File: src/rtl/floo_eoc_monitor.sv
// floo_eoc_monitor
//   Watches the end-of-computation (EOC) levels of a set of compute-tile
//   clusters after an arm pulse. It records which clusters have finished,
//   latches each cluster's exit status at its first EOC, and remembers the
//   first failing cluster. Once every cluster has finished it waits a fixed
//   drain time before reporting done/pass. A watchdog ends the run in
//   TIMEOUT if some cluster never finishes.
//
// Ports
//   clk_i         clock (all state changes on its rising edge)
//   rst_i         synchronous active-high reset
//   start_i       arm pulse, only honoured in IDLE
//   eoc_i         per-cluster end-of-computation level
//   fail_i        per-cluster nonzero exit code, valid with its eoc_i bit
//   eoc_seen_o    sticky per-cluster EOC flags
//   done_o        sticky, high in DONE
//   pass_o        high in DONE when no cluster reported a failure
//   timeout_o     sticky, high in TIMEOUT
//   first_fail_o  index of the first failing cluster (lowest index on a tie)
//   cycle_cnt_o   cycles spent in RUN, saturating
module floo_eoc_monitor #(
  parameter int unsigned NumClusters   = 4,
  parameter int unsigned DrainCycles   = 10,
  parameter logic [31:0] TimeoutCycles = 32'd1000000,
  localparam int unsigned FfW          = (NumClusters > 1) ? $clog2(NumClusters) : 1
) (
  input  logic                   clk_i,
  input  logic                   rst_i,
  input  logic                   start_i,
  input  logic [NumClusters-1:0] eoc_i,
  input  logic [NumClusters-1:0] fail_i,
  output logic [NumClusters-1:0] eoc_seen_o,
  output logic                   done_o,
  output logic                   pass_o,
  output logic                   timeout_o,
  output logic [FfW-1:0]         first_fail_o,
  output logic [31:0]            cycle_cnt_o
);

  localparam logic [2:0] ST_IDLE    = 3'd0;
  localparam logic [2:0] ST_RUN     = 3'd1;
  localparam logic [2:0] ST_DRAIN   = 3'd2;
  localparam logic [2:0] ST_DONE    = 3'd3;
  localparam logic [2:0] ST_TIMEOUT = 3'd4;

  localparam logic [15:0] DRAIN_LOAD = 16'(DrainCycles - 1);
  localparam logic [31:0] TO_LAST    = TimeoutCycles - 32'd1;

  logic [2:0]             state_reg, state_next;
  logic [NumClusters-1:0] eoc_seen_reg;
  logic [NumClusters-1:0] fail_reg;
  logic [FfW-1:0]         first_fail_reg;
  logic [31:0]            cycle_cnt_reg;
  logic [15:0]            drain_cnt_reg;
  logic                   done_reg, pass_reg, timeout_reg;

  logic                   in_run;
  logic [NumClusters-1:0] new_eoc;
  logic [NumClusters-1:0] new_fail;
  logic                   all_eoc;
  logic                   timeout_hit;
  logic [FfW-1:0]         ff_idx;

  assign in_run = (state_reg == ST_RUN);

  // A cluster's flags are only written on its first EOC edge inside RUN,
  // so later fail_i wiggles and eoc_i deassertion are ignored.
  for (genvar gi = 0; gi < NumClusters; gi++) begin : g_cluster
    assign new_eoc[gi]  = in_run & eoc_i[gi] & ~eoc_seen_reg[gi];
    assign new_fail[gi] = new_eoc[gi] & fail_i[gi];
  end

  // Including the live eoc_i lets the final EOC close RUN in its own cycle.
  assign all_eoc     = &(eoc_seen_reg | eoc_i);
  assign timeout_hit = (cycle_cnt_reg == TO_LAST);

  // Lowest-index failing cluster among those finishing this cycle.
  always_comb begin
    ff_idx = '0;
    for (int i = NumClusters - 1; i >= 0; i--) begin
      if (new_fail[i]) ff_idx = FfW'(i);
    end
  end

  always_comb begin
    state_next = state_reg;
    case (state_reg)
      ST_IDLE:    if (start_i) state_next = ST_RUN;
      ST_RUN: begin
        // Completion takes priority over the watchdog in the same cycle.
        if (all_eoc)          state_next = ST_DRAIN;
        else if (timeout_hit) state_next = ST_TIMEOUT;
      end
      ST_DRAIN:   if (drain_cnt_reg == 16'd0) state_next = ST_DONE;
      ST_DONE:    state_next = ST_DONE;
      ST_TIMEOUT: state_next = ST_TIMEOUT;
      default:    state_next = ST_IDLE;
    endcase
  end

  always_ff @(posedge clk_i) begin
    if (rst_i) begin
      state_reg      <= ST_IDLE;
      eoc_seen_reg   <= '0;
      fail_reg       <= '0;
      first_fail_reg <= '0;
      cycle_cnt_reg  <= '0;
      drain_cnt_reg  <= '0;
      done_reg       <= 1'b0;
      pass_reg       <= 1'b0;
      timeout_reg    <= 1'b0;
    end else begin
      state_reg    <= state_next;
      eoc_seen_reg <= eoc_seen_reg | new_eoc;
      fail_reg     <= fail_reg | new_fail;

      // Only the first cycle with any failure captures the index.
      if ((fail_reg == '0) && (new_fail != '0)) first_fail_reg <= ff_idx;

      if (in_run && (cycle_cnt_reg != '1)) cycle_cnt_reg <= cycle_cnt_reg + 32'd1;

      // Loading DrainCycles-1 and leaving on the zero cycle gives exactly
      // DrainCycles edges between DRAIN entry and DONE entry.
      if (in_run && (state_next == ST_DRAIN)) begin
        drain_cnt_reg <= DRAIN_LOAD;
      end else if ((state_reg == ST_DRAIN) && (drain_cnt_reg != 16'd0)) begin
        drain_cnt_reg <= drain_cnt_reg - 16'd1;
      end

      // Status flags are decoded from the next state so they line up with
      // the state register.
      done_reg    <= (state_next == ST_DONE);
      pass_reg    <= (state_next == ST_DONE) && ((fail_reg | new_fail) == '0);
      timeout_reg <= (state_next == ST_TIMEOUT);
    end
  end

  assign eoc_seen_o   = eoc_seen_reg;
  assign done_o       = done_reg;
  assign pass_o       = pass_reg;
  assign timeout_o    = timeout_reg;
  assign first_fail_o = first_fail_reg;
  assign cycle_cnt_o  = cycle_cnt_reg;

endmodule

File: config.mk
export PLATFORM = sky130hd
export DESIGN_NAME = floo_eoc_monitor
export DESIGN_NICKNAME = d
export VERILOG_FILES = /design/src/rtl/floo_eoc_monitor.sv
export SDC_FILE = /design/constraint.sdc
export NUM_CORES = 1
export LEC_CHECK = 0
export ABC_AREA = 1
export CELL_PAD_IN_SITES_DETAIL_PLACEMENT = 1
export CELL_PAD_IN_SITES_GLOBAL_PLACEMENT = 2
export CORE_MARGIN = 5
export CORE_UTILIZATION = 30
export CTS_BUF_LIST = sky130_fd_sc_hd__clkbuf_4
export DETAILED_ROUTE_END_ITERATION = 16
export HOLD_SLACK_MARGIN = 0.03
export PLACE_DENSITY_LB_ADDON = 0.25
export SETUP_SLACK_MARGIN = 0.2
export SYNTH_ARGS = -nofsm -noshare
export SYNTH_HDL_FRONTEND = slang
export SYNTH_SLANG_ARGS = --single-unit
export TNS_END_PERCENT = 30
File: constraint.sdc
create_clock -name clk_i -period 2.15 [get_ports clk_i]
set_input_delay 0.43 -clock clk_i [delete_from_list [all_inputs] [get_ports clk_i]]
set_output_delay 0.43 -clock clk_i [all_outputs]
set_load 0.1 [all_outputs]
==> metrics.csv <==
metric;value;unit
Reg2Reg Depth;12;
hold path startpoint;drain_cnt_reg[1];
synthesized area per cell;6.20;um2
Sink Count;64;
synthesized cell area;3670;um2
number of distinct library cells after synthesis;30;
HPWL Detailed;9.40;mm
CP required;2.50;ns
Die Y;121;um
Syn-to-layout area delta;21.3;%
grt total ovfl;0;
CTS tree;built;
number of global-route vias before repair;4070;
pwr/cell area;573;nW/um2
skew final;0.0170;ns
routed vias/inst;4.80;
first-pass GRT wire length;20.3;mm
WP data arrival;2.13;ns
worst vdd ir;0.269;mV
via count;3843;
crit share post-route;82.8;%
Post-CTS Setup Bufs;0;
r2r startpoint;cycle_cnt_o[1];
max_cap viols;0;
post-synth top area share;34.9;%
Synth Net Count;606;
Max-Slew Margin vs Limit;66.2;%
RSZ-0062 raised after global routing;no;
register area;1330;um2
Final Util;37.1;%
post-CTS sizing;0;
Final nets;665;
Final Total Pwr;2550;uW
outcome;finished clean;
Syn. warnings;0;
layout cells sized above 1;17.4;%
leakage power;0.00182;uW
largest net degree at the start of global routing;22;
Max clock buf depth;2;
antenna violation net count after detailed routing;0;
clock-pin slew on the worst setup and hold paths;0.11;ns
I/O pins;52;
multi-input combinational cell area;2140;um2
die footprint;14500;um2
crit end category;flop;
Critical Path End;cycle_cnt_o[20];
Clk Latency, worst-skew pair;0.44;ns
PortBufs;51;
Slew Viols, Final;0;
htree depth;3;
Syn Inst Count;592;
initial DRC count;118;
max frequency;562;MHz
Final setup viols;0;
initial core utilization;30.6;%
final hold violations;0;
max reg flops;32;
Site Rows;40;
FF+latch count, synth;64;
RR Endpoint;cycle_cnt_o[20];
Reg2Reg Setup Slack;0.37;ns
Placer Congestion;0.858;
CTS Buf Count;9;
initial antenna violation count;0;
Die X;121;um
clock root cell;clkbuf_4;
router iterations before antenna repair;4;
Total GRT Usage;17.4;%
top post-synthesis cells by area;dfxtp_1 35%, nand2_1 21%, nor2_1 12%;
drt wl/cell;14.7;um
final WL;11.8;mm
critical path class;reg2reg;
Max Fanout on Critical Path;21;
worst setup path startpoint;cycle_cnt_o[1];
Worst Setup Start Kind;flop;
ant diodes;0;
setup_tns;0;ns
Synth area leader;dfxtp_1;
Seq/Total Area, Yosys;34.9;%
Hold/Removal Path Class;reg2reg;
drc violations;0;
worst slew pin tran;0.502;ns
Period minus WS final;1.78;ns
CTS Hold Bufs;0;
Fillers;1607;
Core Area;12000;um2
[placed cells by master (no fill, tap or decap), types with 3 or more instances in the layout]
cell type	n
a31oi_1	3
clkbuf_4	9
nor2_1	115
clkdlybuf4s50_1	10
buf_4	49
nand3_1	17
xnor2_1	4
o21ai_0	13
xor2_1	14
dfxtp_1	31
o21ai_1	3
nor3_1	11
nor2_2	3
nor2_4	3
dfxtp_2	31
nand2_2	3
a21oi_1	44
nand4_1	6
inv_1	43
nand2_1	209
nor3b_1	4
nand3b_1	7
[power by group]
part | internal [uW] | total, uW | leakage [uW] | switching [uW]
logic | 116 | 406 | 0.00121 | 289
registers | 1210 | 1230 | 0.000534 | 18.7
clock network | 452 | 919 | 0.0000791 | 467
[routing by layer]
layer | track usage [%] | up-vias | routed length (um)
met2 | 28.2 | 44 | 5360
li1 | - | 1988 | -
met4 | 6.09 | 0 | 180
met5 | 0 | - | 0
met3 | 3.32 | 13 | 329
met1 | 23.2 | 1798 | 5900
[logic make-up after synthesis]
group	after synthesis	synth area share, %
XOR/XNOR	18	4.29
buffers and inverters	58	6.92
AO/OA/AOI/OAI	64	8.90
AND/OR/NAND/NOR	385	44.0
adder cells (fa/ha/maj)	3	1.02
flip-flops	64	34.9
[per-stage QoR]
stage / hold slack (ns) / setup WS (ns) / instances / instance area (um2)
CTS: 0.500 / 0.219 / 801 / 4440
detailed placement: 0.477 / 0.245 / 787 / 4300
global route: 0.531 / 0.208 / 801 / 4450
floorplan: 0.450 / 0.166 / 592 / 3720
global placement: 0.464 / 0.286 / 787 / 4300
finish: 0.497 / 0.370 / 801 / 4450
[synthesized netlist by cell type]
library cell and count:
xor2_1 14, a21oi_1 44, nor4_1 1, nor2_1 115, nor2_2 3, nand2_1 209, nand2_4 1, nor3_1 11
o21ai_1 3, nor3b_1 4, clkbuf_1 3, or2_2 2, dfxtp_1 64, nand4_1 6, xnor2_1 4, nand2_8 1
nand3b_1 7, nand3_2 1, ha_1 3, or2_1 1, o21ai_0 13, o21bai_1 1, buf_6 4, buf_2 5
inv_2 3, inv_1 43, nor2_4 3, nand3_1 17, nand2_2 3, a31oi_1 3
[critical path: stages (launching register included)]
cell,delay [ns]
dfxtp_4,0.38
ha_2,0.22
inv_2,0.08
nor2_4,0.15
nand2_2,0.11
nor2_4,0.16
nand2_4,0.08
nand2_8,0.14
inv_4,0.13
nand2_1,0.11
nand2_1,0.05
nand2_1,0.05
nor2_1,0.03
[cell type report]
type,count,share of cell area (%)
inverters,46,3.93
clock buffers,9,1.52
flip-flops and latches,64,29.8
well taps,147,4.13
repair buffers,60,11.0
clock inverters,5,1.66
multi-input cells,470,48.0
[how the worst min path moves through the flow]
stage | end | slack (ns) | depth (start not counted)
5_1_grt | drain_cnt_reg[15] | 0.53 | 2
2_1_floorplan | fail_reg[1] | 0.45 | 2
4_1_cts | drain_cnt_reg[1] | 0.50 | 2
3_5_place_dp | first_fail_o[1] | 0.48 | 2
6_report | drain_cnt_reg[1] | 0.50 | 2
3_3_place_gp | fail_reg[2] | 0.46 | 2
Power figures use the tool's default switching activity.
